`src/rtl/writeback_arbiter_if.sv`:
```
// Bus between the result producers / decode stage and the writeback arbiter.
// The master side drives the ALU and memory results and the hazard query.
// The slave side (the arbiter) returns the handshake, stall, hazard flags
// and the register-file write port.
interface writeback_arbiter_if #(
    parameter int DEPTH = 4
);
    localparam int CW = $clog2(DEPTH) + 1;

    logic          aluValid;
    logic [4:0]    aluAddr;
    logic [31:0]   aluData;
    logic          memValid;
    logic          memReady;
    logic [4:0]    memAddr;
    logic [31:0]   memData;
    logic          aluStall;
    logic [4:0]    rs;
    logic [4:0]    rt;
    logic          rsBusy;
    logic          rtBusy;
    logic          regWrite;
    logic [4:0]    rWriteAddress;
    logic [31:0]   rWriteValue;
    logic [CW-1:0] count;

    modport master (
        output aluValid, aluAddr, aluData,
        output memValid, memAddr, memData,
        output rs, rt,
        input  memReady, aluStall, rsBusy, rtBusy,
        input  regWrite, rWriteAddress, rWriteValue, count
    );

    modport slave (
        input  aluValid, aluAddr, aluData,
        input  memValid, memAddr, memData,
        input  rs, rt,
        output memReady, aluStall, rsBusy, rtBusy,
        output regWrite, rWriteAddress, rWriteValue, count
    );
endinterface

```
`src/rtl/writeback_arbiter.sv`:
```
// Writeback arbiter for the 32x32 register file.
// Merges the unbuffered single-cycle ALU result (highest priority) with the
// multi-cycle memory/muldiv result, which is queued in a small FIFO. ALU writes
// kill older queued writes to the same register; killed slots still occupy the
// FIFO and pop later without writing. A starvation FSM stalls the ALU once the
// FIFO has been blocked for STARVE_LIMIT consecutive cycles.
module writeback_arbiter #(
    parameter int DEPTH        = 4,
    parameter int STARVE_LIMIT = 3
) (
    input logic                 clk,
    input logic                 rst,
    writeback_arbiter_if.slave  io_wb
);
    localparam int PW = $clog2(DEPTH);
    localparam int CW = PW + 1;
    localparam int SW = $clog2(STARVE_LIMIT + 1);

    typedef enum logic {
        NORMAL = 1'b0,
        DRAIN  = 1'b1
    } state_t;

    // FIFO storage; valid bits live apart so kills can clear them in place
    logic [4:0]       r_addr [DEPTH];
    logic [31:0]      r_data [DEPTH];
    logic [DEPTH-1:0] r_vld;
    logic [PW-1:0]    r_wptr;
    logic [PW-1:0]    r_rptr;
    logic [CW-1:0]    r_count;

    state_t           r_state;
    logic [SW-1:0]    r_starve;
    logic             r_aluStall;

    logic             r_regWrite;
    logic [4:0]       r_wAddr;
    logic [31:0]      r_wData;

    logic             w_aluIssue;
    logic             w_notEmpty;
    logic             w_ready;
    logic             w_push;
    logic             w_pop;
    logic             w_headValid;
    logic             w_rsHit;
    logic             w_rtHit;

    // A write to r0 is architecturally a no-op, so it never claims the port.
    assign w_aluIssue  = io_wb.aluValid && (io_wb.aluAddr != 5'd0);
    assign w_notEmpty  = (r_count != '0);
    // Ready depends on occupancy only: a full FIFO refuses even while popping.
    assign w_ready     = (r_count < CW'(DEPTH));
    assign w_push      = io_wb.memValid && w_ready && (io_wb.memAddr != 5'd0);
    // The head leaves whenever the ALU does not use the port, killed or not.
    assign w_pop       = !w_aluIssue && w_notEmpty;
    assign w_headValid = r_vld[r_rptr];

    // Hazard match against live queued entries and the write in flight.
    always_comb begin
        w_rsHit = r_regWrite && (r_wAddr == io_wb.rs);
        w_rtHit = r_regWrite && (r_wAddr == io_wb.rt);
        for (int i = 0; i < DEPTH; i++) begin
            if (r_vld[i] && (r_addr[i] == io_wb.rs)) w_rsHit = 1'b1;
            if (r_vld[i] && (r_addr[i] == io_wb.rt)) w_rtHit = 1'b1;
        end
    end

    assign io_wb.memReady      = w_ready;
    assign io_wb.aluStall      = r_aluStall;
    assign io_wb.rsBusy        = (io_wb.rs != 5'd0) && w_rsHit;
    assign io_wb.rtBusy        = (io_wb.rt != 5'd0) && w_rtHit;
    assign io_wb.regWrite      = r_regWrite;
    assign io_wb.rWriteAddress = r_wAddr;
    assign io_wb.rWriteValue   = r_wData;
    assign io_wb.count         = r_count;

    // FIFO control: kill younger-overwritten entries, then pop, then push.
    always_ff @(posedge clk or negedge rst) begin
        if (!rst) begin
            r_vld   <= '0;
            r_wptr  <= '0;
            r_rptr  <= '0;
            r_count <= '0;
        end else begin
            for (int i = 0; i < DEPTH; i++) begin
                if (w_aluIssue && (r_addr[i] == io_wb.aluAddr)) r_vld[i] <= 1'b0;
            end
            if (w_pop) begin
                r_vld[r_rptr] <= 1'b0;
                r_rptr        <= r_rptr + 1'b1;
            end
            // The push slot is free, so setting it after the kill loop is safe
            // and keeps a same-address simultaneous enqueue alive.
            if (w_push) begin
                r_vld[r_wptr] <= 1'b1;
                r_wptr        <= r_wptr + 1'b1;
            end
            if (w_push && !w_pop) begin
                r_count <= r_count + 1'b1;
            end else if (!w_push && w_pop) begin
                r_count <= r_count - 1'b1;
            end
        end
    end

    // FIFO payload capture; contents are only meaningful while the valid bit is set.
    always_ff @(posedge clk) begin
        if (w_push) begin
            r_addr[r_wptr] <= io_wb.memAddr;
            r_data[r_wptr] <= io_wb.memData;
        end
    end

    // Register-file write port: ALU first, otherwise a live FIFO head.
    always_ff @(posedge clk or negedge rst) begin
        if (!rst) begin
            r_regWrite <= 1'b0;
            r_wAddr    <= 5'd0;
            r_wData    <= 32'd0;
        end else if (w_aluIssue) begin
            r_regWrite <= 1'b1;
            r_wAddr    <= io_wb.aluAddr;
            r_wData    <= io_wb.aluData;
        end else if (w_pop && w_headValid) begin
            r_regWrite <= 1'b1;
            r_wAddr    <= r_addr[r_rptr];
            r_wData    <= r_data[r_rptr];
        end else begin
            r_regWrite <= 1'b0;
            r_wAddr    <= 5'd0;
            r_wData    <= 32'd0;
        end
    end

    // Starvation FSM: count ALU-blocked cycles, then stall the ALU until one entry drains.
    always_ff @(posedge clk or negedge rst) begin
        if (!rst) begin
            r_state    <= NORMAL;
            r_starve   <= '0;
            r_aluStall <= 1'b0;
        end else if (r_state == NORMAL) begin
            if (w_notEmpty && w_aluIssue) begin
                if (r_starve == SW'(STARVE_LIMIT - 1)) begin
                    r_state    <= DRAIN;
                    r_aluStall <= 1'b1;
                    r_starve   <= SW'(STARVE_LIMIT);
                end else begin
                    r_starve <= r_starve + 1'b1;
                end
            end else begin
                r_starve <= '0;
            end
        end else begin
            // An ALU write during DRAIN still wins the port, so no pop and no exit.
            // The empty check only guards against a stuck stall.
            if (w_pop || !w_notEmpty) begin
                r_state    <= NORMAL;
                r_aluStall <= 1'b0;
                r_starve   <= '0;
            end
        end
    end
endmodule

```
`src/flat_wrapper.sv`:
```
// flat-port wrapper written by rule: the top's interface ports become plain ports
module writeback_arbiter_flat 
#(
    parameter int DEPTH        = 4,
    parameter int STARVE_LIMIT = 3
)
  (clk, rst, io_wb_aluValid, io_wb_aluAddr, io_wb_aluData, io_wb_memValid, io_wb_memAddr, io_wb_memData, io_wb_rs, io_wb_rt, io_wb_memReady, io_wb_aluStall, io_wb_rsBusy, io_wb_rtBusy, io_wb_regWrite, io_wb_rWriteAddress, io_wb_rWriteValue, io_wb_count);
  writeback_arbiter_if #(.DEPTH(DEPTH)) io_wb_i ();
  input logic clk;
  input logic rst;
  input wire logic [$bits(io_wb_i.aluValid)-1:0] io_wb_aluValid;
  input wire logic [$bits(io_wb_i.aluAddr)-1:0] io_wb_aluAddr;
  input wire logic [$bits(io_wb_i.aluData)-1:0] io_wb_aluData;
  input wire logic [$bits(io_wb_i.memValid)-1:0] io_wb_memValid;
  input wire logic [$bits(io_wb_i.memAddr)-1:0] io_wb_memAddr;
  input wire logic [$bits(io_wb_i.memData)-1:0] io_wb_memData;
  input wire logic [$bits(io_wb_i.rs)-1:0] io_wb_rs;
  input wire logic [$bits(io_wb_i.rt)-1:0] io_wb_rt;
  output wire logic [$bits(io_wb_i.memReady)-1:0] io_wb_memReady;
  output wire logic [$bits(io_wb_i.aluStall)-1:0] io_wb_aluStall;
  output wire logic [$bits(io_wb_i.rsBusy)-1:0] io_wb_rsBusy;
  output wire logic [$bits(io_wb_i.rtBusy)-1:0] io_wb_rtBusy;
  output wire logic [$bits(io_wb_i.regWrite)-1:0] io_wb_regWrite;
  output wire logic [$bits(io_wb_i.rWriteAddress)-1:0] io_wb_rWriteAddress;
  output wire logic [$bits(io_wb_i.rWriteValue)-1:0] io_wb_rWriteValue;
  output wire logic [$bits(io_wb_i.count)-1:0] io_wb_count;
  assign io_wb_i.aluValid = io_wb_aluValid;
  assign io_wb_i.aluAddr = io_wb_aluAddr;
  assign io_wb_i.aluData = io_wb_aluData;
  assign io_wb_i.memValid = io_wb_memValid;
  assign io_wb_i.memAddr = io_wb_memAddr;
  assign io_wb_i.memData = io_wb_memData;
  assign io_wb_i.rs = io_wb_rs;
  assign io_wb_i.rt = io_wb_rt;
  assign io_wb_memReady = io_wb_i.memReady;
  assign io_wb_aluStall = io_wb_i.aluStall;
  assign io_wb_rsBusy = io_wb_i.rsBusy;
  assign io_wb_rtBusy = io_wb_i.rtBusy;
  assign io_wb_regWrite = io_wb_i.regWrite;
  assign io_wb_rWriteAddress = io_wb_i.rWriteAddress;
  assign io_wb_rWriteValue = io_wb_i.rWriteValue;
  assign io_wb_count = io_wb_i.count;
  writeback_arbiter #(.DEPTH(DEPTH), .STARVE_LIMIT(STARVE_LIMIT)) u_core (.clk(clk), .rst(rst), .io_wb(io_wb_i));
endmodule
```
`config.mk`:
```
export PLATFORM = sky130hd
export DESIGN_NAME = writeback_arbiter_flat
export DESIGN_NICKNAME = d
export VERILOG_FILES = /design/src/rtl/writeback_arbiter_if.sv /design/src/rtl/writeback_arbiter.sv /design/src/flat_wrapper.sv
export SDC_FILE = /design/constraint.sdc
export NUM_CORES = 1
export LEC_CHECK = 0
export ABC_AREA = 0
export CAP_MARGIN = 0
export CORE_MARGIN = 4
export CORE_UTILIZATION = 63
export DETAILED_ROUTE_END_ITERATION = 8
export DONT_BUFFER_PORTS = 1
export PLACE_DENSITY = 0.79
export SLEW_MARGIN = 20
export SYNTH_ARGS = -nofsm -noshare
export SYNTH_HDL_FRONTEND = slang
export SYNTH_SLANG_ARGS = --single-unit
```
`constraint.sdc`:
```
create_clock -name clk -period 3.25 [get_ports clk]
set_input_delay 0.325 -clock clk [delete_from_list [all_inputs] [get_ports clk]]
set_output_delay 0.325 -clock clk [all_outputs]
set_load 0.01 [all_outputs]
```
# Word-level counts from Yosys, hierarchy flattened

Memories as Yosys holds them, arrays and structs flattened.
Index checks and enable logic that the tools add are counted.

Register bits after elaboration: 53
Bits in writable memories: 148
Input port bits: 88
Output and inout port bits: 45
Logic and storage cells: 123
Memories: 2

Add/subtract/negate cells: 5
Order comparisons: 5
Eq/ne operators: 16
Multiplexer cells: 42
Bitwise operators: 3
Reductions and logical operators: 40

Memory list:

| memory        | words | bits a word | read ports | clocked after memory_dff | write ports | line                    | text |
|---|---|---|---|---|---|---|---|
| u_core.r_data | 4     | 32          | 1          | 0                        | 1           | writeback_arbiter.sv:26 | `logic [31:0] r_data [DEPTH];` |
| u_core.r_addr | 4     | 5           | 5          | 0                        | 1           | writeback_arbiter.sv:25 | `logic [4:0] r_addr [DEPTH];` |

Operators by type and width:

| kind                | number |
|---|---|
| $eq 5x5->1          | 14 |
| $mux 32             | 2 |
| $mux 1              | 27 |
| $logic_and 1x1->1   | 26 |
| $reduce_bool 5->1   | 4 |
| $mux 5              | 2 |
| $mux 2              | 4 |
| $mux 4              | 2 |
| $add 2x1->2 const B | 3 |
| $lt 2x3->1 const B  | 2 |
| $mux 3              | 2 |
| $reduce_bool 2->1   | 3 |
| $and 4x4->4         | 1 |
| $demux 1 s2         | 2 |
| $ge 2x1->1 const B  | 2 |
| $logic_not 1->1     | 4 |
| $not 4->4           | 1 |
| $or 4x4->4          | 1 |
| $add 3x1->3 const B | 1 |
| $lt 3x3->1 const B  | 1 |
| $reduce_and 3->1    | 1 |
| $reduce_bool 3->1   | 1 |
| $sub 3x1->3 const B | 1 |
| $bmux 1 s2          | 1 |
| other kinds (3)     | 3 |

# Longest topological paths before layout

Gate-level depths: netlist of run 1.

Depth in word-level cells: 9
Gate-level depth with buffers: 12
Depth with buffers taken out: 10

# Least setup slack after synthesis of run 1

No wires, ideal clock.

Kind: input to register
Start point: input io_wb_aluAddr[2]
End point: register u_core.r_count[1], in the netlist u_core.io_wb.count[1]
Setup time: 125 ps
Arrival: 2,491 ps
Data required time: 3,125 ps
Path slack: 635 ps
Cell stages on the path: 10
Cell sequence: buf_2 or4_1 o21a_4 nor2_8 buf_6 inv_1 ha_1 inv_1 fa_1 mux2_2

Longest elaborated chain between the ends: 7
Elaborated cells on any way between the ends: 9
Those cells by class: mux: 1; reduce/logical: 8

RTL lines:

| what                                        | line                     | text |
|---|---|---|
| start: declaration                          | flat_wrapper.sv:12       | `input wire logic [$bits(io_wb_i.aluAddr)-1:0] io_wb_aluAddr;` |
| $reduce_bool 5->1 (*)                       | writeback_arbiter.sv:50  | `assign w_aluIssue = io_wb.aluValid && (io_wb.aluAddr != 5'd0);` |
| $logic_and 1x1->1 (*)                       | writeback_arbiter.sv:50  |  |
| $logic_not 1->1 (*)                         | writeback_arbiter.sv:56  | `assign w_pop = !w_aluIssue && w_notEmpty;` |
| $logic_and 1x1->1 (*)                       | writeback_arbiter.sv:56  |  |
| $logic_not 1->1                             | writeback_arbiter.sv:99  | `if (w_push && !w_pop) begin` |
| $logic_and 1x1->1                           | writeback_arbiter.sv:99  |  |
| $mux 3 or $reduce_bool 2->1 (tied branches) | --                       |  |
| end signal: assignment                      | writeback_arbiter.sv:100 | `r_count <= r_count + 1'b1;` |
| end signal: assignment                      | writeback_arbiter.sv:102 | `r_count <= r_count - 1'b1;` |
| end: declaration                            | writeback_arbiter.sv:30  | `logic [CW-1:0] r_count;` |

Mark *: on every way between the ends. The rest lies on a longest branch, timed or not.
A chain may end at the register's enable or synchronous reset.

# Worst setup path after layout of run 1

Start point: register u_core.r_rptr[1]
End point: register u_core.r_wAddr[0], in the netlist u_core.io_wb.rWriteAddress[0]

Longest elaborated chain between the ends: 5
Elaborated cells on any way between the ends: 6
Those cells by class: mux: 4; reduce/logical: 1; memory: 1

RTL lines:

| what                         | line                     | text |
|---|---|---|
| start: declaration           | writeback_arbiter.sv:29  | `logic [PW-1:0] r_rptr;` |
| start signal: assignment     | writeback_arbiter.sv:91  | `r_rptr <= r_rptr + 1'b1;` |
| $bmux 1 s2                   | writeback_arbiter.sv:57  | `assign w_headValid = r_vld[r_rptr];` |
| $mux 1 (implied by the code) | writeback_arbiter.sv:57  |  |
| $logic_and 1x1->1            | writeback_arbiter.sv:125 | `end else if (w_pop && w_headValid) begin` |
| $mux 5 (*)                   | writeback_arbiter.sv:125 |  |
| $mux 5 (*)                   | writeback_arbiter.sv:121 | `end else if (w_aluIssue) begin` |
| end signal: assignment       | writeback_arbiter.sv:123 | `r_wAddr <= io_wb.aluAddr;` |
| end signal: assignment       | writeback_arbiter.sv:127 | `r_wAddr <= r_addr[r_rptr];` |
| end: declaration             | writeback_arbiter.sv:37  | `logic [4:0] r_wAddr;` |

Mark *: on every way between the ends. The rest lies on a longest branch, timed or not. The select of a mux whose other input is x is not followed.

==> qor.yml, run 1 <==
die_h_um: 124.0
cp_max_fo: 38
fill_cells: 753
p_leak_nw: 3.483
cts_root_buffer: "clkbuf_16"
multi_input_area_sq_mm: 0.002479
power.switching_mw: 2.346
cts_setup_buffers: 0
synth_seq_cells: 201
insertedDiodeCount: 0
ys_warn_count: 0
start_util_pct: 64.28
grt_pass1_wl_mm: 27.47
dr.pass1.iters: 5
die_x_um: 124.0
worstPathRequired_ns: 3.61
rsz0062_at_grt: "false"
fin_crit_sh_pct: 82.67
htreeDepth: 1
p_seq_share_pct: 48.1
drc_errors: 0
grt_remaining_overflow: 0
hold_viol: 0
critPathKind: "reg -> reg"
final_nets: 640
design_power_total_mw: 7.772
worstSkewPairLatency_ns: 0.49
grt_pass1_vias: 4827
cp.arrival_ns: 3.05
clkPwrFrac_pct: 27.9
period_needed_ns: 2.687
final_util_pct: 75.06
synth_seq_area_share_pct: 68.06
clk_pin_slew_ns: 0.06
antenna_found_initial: 0
ir_drop_v: 0.0005556
status: "finished clean"
clock-sinks: 201
netlist_instances: 478
power_density_mw_per_mm2: 785.0
area_delta_synth_final_pct: 16.78
drive_gt1_share_pct: 14.10
syn_area_sq_mm: 0.008478
synth_nets: 577
tightest_slew_ns: 1.067
hp-class: "in -> reg"
ios: 133
tritoncts: "yes"
power_frac_comb_pct: 24.0
postRouteAntennaNets: 0
syn_avg_cell_area_sq_um: 17.74
row_count: 42
hpwl_mm: 10.58
coreArea_sq_mm: 0.01319
netlist-cell-type-count: 34
p_int_mw: 5.426
cts_made_buffers: 20
fin_setup_tns_ns: 0
routabilityCongestion: 0.8786
fmax_mhz: 372.2
relSlewSlack_pct: 28.87
switching_share_pct: 30.19
slew_viol_final: 0
die-area_sq_mm: 0.01538
vias_per_cell: 6.324
drtIter0Drc: 323
routed_wl_mm: 18.09
start_kind: "register"
final.setup.worst_slack_ns: 0.5631
post_cts_resized: 0
grt_use_total_pct: 23.86
cap_viol_max_count: 0
seq_area_sq_mm: 0.005773
final_common_cell: "edfxtp_1"
clockBufferDepth: 3
setup_viol: 0
wl_per_cell_um: 24.81
grt_max_degree: 54
place_ws_ns: 0.6940
mostFrequentLayoutCells: "edfxtp_1, dlygate4sd3_1, xor2_1"
hold_buffers: 73
io_buffers: 0
placed_area_sq_mm: 0.008537
fin_area_sq_mm: 0.009901
routed-via-count: 4610
fin_skew_ns: 0.01900
end_kind: "register"
==> kinds of logic (layout without fill, tap and decap cells) <==
group,count (synthesis),after routing,synth area share (%)
buf+inv,43,118,2.760
simple gates,57,57,3.734
flops,201,201,68.06
compound gates,52,52,5.756
mux,39,39,10.23
xor+xnor,75,75,7.748
fa+ha+maj,11,11,1.712
==> registers in the layout, indices dropped and copies added, names as in the netlist <==
signal / flops
u_core.r_wptr: 2
u_core.io_wb.count: 3
u_core.io_wb.regWrite: 1
u_core.r_starve: 2
u_core.io_wb.aluStall: 1
u_core.io_wb.rWriteValue: 32
u_core.r_addr: 20
u_core.r_data: 128
u_core.r_rptr: 2
u_core.r_vld: 4
u_core.io_wb.rWriteAddress: 5
u_core.r_state: 1
==> per-layer routing <==
layer	vias up	global-route usage (%)	wire length (um)
li1	2004	-	-
met1	2392	32.50	7235
met2	187	40.35	9271
met3	27	4.450	1269
met4	0	6.229	308
met5	-	0	0
==> critical path: stages, from the launching register on <==
cell	delay (ns)
dfrtp_2	0.80
mux4_2	0.79
a32o_1	0.39
dlygate4sd3_1	0.54
==> area by class of cell <==
type                       count  share of cell area, %
multi-input combinational    234                  25.03
sequential                   201                  58.31
clock buffer                  25                  5.346
inverter                       8                 0.3033
clock inverter                 9                 0.8720
tap                          176                  2.224
timing repair buffer          76                  7.911
==> power by group through the flow <==
stage | Clock [mW] | Sequential, mW | Combinational, mW
final | 2.17 | 3.74 | 1.87
after global routing | 2.31 | 3.79 | 2.04
after CTS | 2.19 | 3.74 | 1.89
after detailed placement | 0 | 3.79 | 1.77
after global placement | 0 | 3.75 | 1.71
after floorplan | 0 | 3.59 | 1.50
==> final timing paths <==
check	startpoint	endpoint	slack (ns)	depth (start not counted)
max reg2reg	u_core.r_rptr[1]$_DFFE_PN0P_	u_core.io_wb.rWriteAddress[0]$_DFF_PN0_	0.56	3
min in group asynchronous	rst	u_core.io_wb.rWriteValue[22]$_DFF_PN0_	0.43	2
min reg2reg	u_core.r_starve[1]$_DFFE_PN0P_	u_core.r_starve[1]$_DFFE_PN0P_	0.55	2
max in group asynchronous	rst	u_core.r_rptr[0]$_DFFE_PN0P_	2.57	2
max	u_core.r_rptr[1]$_DFFE_PN0P_	u_core.io_wb.rWriteAddress[0]$_DFF_PN0_	0.56	3
min	io_wb_aluData[26]	u_core.io_wb.rWriteValue[26]$_DFF_PN0_	0.01	1
==> synthesized netlist by cell type, drive strengths merged <==
cell | n | area (sq um)
mux4 | 38 | 855.8
buf | 14 | 125.1
a21o | 1 | 7.510
nor3 | 6 | 30.03
dfrtp | 53 | 1326
ha | 10 | 125.1
or3 | 1 | 6.260
o21a | 1 | 15.01
nor2 | 6 | 38.79
edfxtp | 148 | 4444
o22a | 2 | 17.52
xnor2 | 22 | 192.7
and2 | 4 | 25.02
mux2 | 1 | 11.26
clkbuf | 21 | 78.83
o21ai | 3 | 15.01
nand3 | 12 | 60.06
o311a | 1 | 10.01
a31o | 4 | 35.03
inv | 8 | 30.03
or4 | 3 | 22.52
a32o | 37 | 370.4
fa | 1 | 20.02
xor2 | 53 | 464.2
nand4 | 4 | 25.02
a211oi | 1 | 7.510
nand2 | 9 | 33.78
nor2b | 1 | 6.260
nor4 | 10 | 62.56
a21oi | 2 | 10.01
nand2b | 1 | 6.260
==> stage by stage <==
step                hold WS [ns]  std cells
global placement         0.03101        622
detailed placement       0.03146        622
CTS                     0.004301        729
finish                   0.01066        729
global route           0.0006695        729
floorplan                0.02941        478
No activity file was read; power rests on OpenSTA's default activity.
==> inputs of run 2 (changes only) <==
--- a/config.mk
+++ b/config.mk
@@ -8,10 +8,10 @@
 export ABC_AREA = 0
 export CAP_MARGIN = 0
 export CORE_MARGIN = 4
-export CORE_UTILIZATION = 63
+export CORE_UTILIZATION = 57
 export DETAILED_ROUTE_END_ITERATION = 8
 export DONT_BUFFER_PORTS = 1
-export PLACE_DENSITY = 0.79
+export PLACE_DENSITY = 0.75
 export SLEW_MARGIN = 20
 export SYNTH_ARGS = -nofsm -noshare
 export SYNTH_HDL_FRONTEND = slang
==> constraint.sdc (replaced) <==
create_clock -name clk -period 2.4 [get_ports clk]
set_input_delay 0.24 -clock clk [delete_from_list [all_inputs] [get_ports clk]]
set_output_delay 0.24 -clock clk [all_outputs]
set_load 0.01 [all_outputs]
==> run 2 against run 1 <==
Compared with the run above:
- non-clock buffer count is 12 higher
- clock skew is 0.0031 ns lower
- routed wire length is 0.93% higher
- combinational power is 48% higher
- power is 41% higher
- die area is 9.8% higher
==> qor.yml, run 2 (synthesized netlist as in run 1, its figures left out) <==
relSlewSlack_pct: 38.18
clockBufferDepth: 3
rsz0062_at_grt: "false"
hold_buffers: 77
routed_wl_mm: 18.25
htreeDepth: 1
vias_per_cell: 6.174
final_util_pct: 69.83
coreArea_sq_mm: 0.01453
p_leak_nw: 3.601
cp.arrival_ns: 1.99
hp-class: "in -> reg"
row_count: 44
hold_viol: 0
r2r_start: "u_core.io_wb.count[2]$_DFFE_PN0P_"
cts_setup_buffers: 0
dr.pass1.iters: 5
largest_reg_flops: 128
antenna_found_initial: 0
fill_cells: 930
power.switching_mw: 3.265
clkPwrFrac_pct: 29.2
final.setup.worst_slack_ns: 0.1748
final_common_cell: "edfxtp_1"
fin_crit_sh_pct: 92.72
start_kind: "register"
period_needed_ns: 2.225
routabilityCongestion: 0.8967
hold_end: "u_core.r_vld[1]$_DFF_PN0_"
grt_remaining_overflow: 0
die_h_um: 130.0
tritoncts: "yes"
slew_viol_final: 0
insertedDiodeCount: 0
worstHoldStart: "io_wb_aluAddr[0]"
fin_skew_ns: 0.01589
tightest_slew_ns: 0.9274
clock-sinks: 201
grt_use_total_pct: 22.32
area_delta_synth_final_pct: 19.70
cp_max_fo: 4
place_ws_ns: 0.2380
setup_viol: 0
mostFrequentLayoutCells: "edfxtp_1, dlygate4sd3_1, xor2_1"
post_cts_resized: 0
regMostFlops: "u_core.r_data"
fmax_mhz: 449.4
hold_path_depth: 3
cap_viol_max_count: 0
power_density_mw_per_mm2: 1077
postRouteAntennaNets: 0
start_util_pct: 58.33
cts_made_buffers: 21
p_seq_share_pct: 45.4
worstPathRequired_ns: 2.16
reg2reg_slack_ns: 0.26
ir_drop_v: 0.0005928
seq_area_sq_mm: 0.005773
final_nets: 653
critPathKind: "reg -> out"
routed-via-count: 4649
die_x_um: 130.0
grt_pass1_wl_mm: 28.55
wl_per_cell_um: 24.24
power_frac_comb_pct: 25.4
r2r_cells: 8
drc_errors: 0
end_kind: "output pin"
ios: 133
drive_gt1_share_pct: 16.52
switching_share_pct: 29.86
multi_input_area_sq_mm: 0.002499
clk_pin_slew_ns: 0.07
die-area_sq_mm: 0.01689
drtIter0Drc: 443
status: "finished clean"
grt_max_degree: 54
io_buffers: 0
hpwl_mm: 10.89
p_int_mw: 7.669
grt_pass1_vias: 5062
worstSkewPairLatency_ns: 0.50
cts_root_buffer: "clkbuf_16"
r2r-end: "u_core.io_wb.count[2]$_DFFE_PN0P_"
-- run 2: changes by cell type in the layout (fill, tap and decap cells not counted), sizes merged --
| cell | delta |
|---|---|
| bufinv | +1 |
| buf | +8 |
| clkbuf | +3 |
| dlygate4sd3 | +4 |
| clkinvlp | -2 |
| inv | +2 |
-- run 2: how the worst max path moves through the flow --
| stage | from | endpoint | slack [ns] |
|---|---|---|---|
| 6_report | u_core.r_addr[1][2]$_DFFE_PP_ | io_wb_rsBusy | 0.17 |
| 5_1_grt | u_core.r_addr[1][1]$_DFFE_PP_ | io_wb_rtBusy | 0.04 |
| 4_1_cts | u_core.r_addr[1][2]$_DFFE_PP_ | io_wb_rsBusy | 0.19 |
| 3_5_place_dp | io_wb_aluAddr[2] | u_core.io_wb.count[1]$_DFFE_PN0P_ | 0.24 |
| 3_3_place_gp | io_wb_aluAddr[2] | u_core.io_wb.count[1]$_DFFE_PN0P_ | 0.25 |
| 2_1_floorplan | io_wb_aluAddr[2] | u_core.io_wb.count[1]$_DFFE_PN0P_ | -0.05 |
-- run 2: worst max-delay path, cell delays in order (launching register included) --
cell,delay [ns]
edfxtp_1,0.49
xor2_1,0.21
nor4_1,0.37
nand3_1,0.14
nand2_1,0.11
o22a_1,0.20
-- run 2: metrics by stage --
step                      TNS [ns]  power, mW  cells  area, sq um  hold WS [ns]
after global placement           0      7.542    638         8680      -0.05408
final                            0      10.93    753        10150       0.06463
after detailed placement         0      7.638    638         8680      -0.05385
after floorplan           -0.04768      6.929    478         8512      -0.05559
after global routing             0      11.46    753        10150       0.08614
after CTS                        0      10.98    753        10150       0.05851
-- run 2: power groups by stage --
stage / sequential, mW / combinational [mW] / clock [mW]
final: 4.97 / 2.77 / 3.19
after global placement: 5.00 / 2.54 / 0
after global routing: 5.04 / 3.01 / 3.41
after detailed placement: 5.03 / 2.60 / 0
after floorplan: 4.86 / 2.07 / 0
after CTS: 4.97 / 2.78 / 3.23
-- run 2: cell type report --
| cell class | count | share of cell area, % |
|---|---|---|
| sequential | 201 | 56.89 |
| multi-input combinational | 234 | 24.62 |
| timing repair buffer | 88 | 9.197 |
| clock buffer | 28 | 5.634 |
| tap | 184 | 2.269 |
| clock inverter | 10 | 1.073 |
| inverter | 8 | 0.3206 |
-- run 2: per-layer routing --
| metal | up-vias | wire length, um | track usage, % |
|---|---|---|---|
| met5 | - | 0 | 0 |
| li1 | 2038 | - | - |
| met4 | 0 | 461 | 7.152 |
| met3 | 40 | 1131 | 4.011 |
| met1 | 2372 | 7134 | 29.02 |
| met2 | 199 | 9526 | 38.61 |
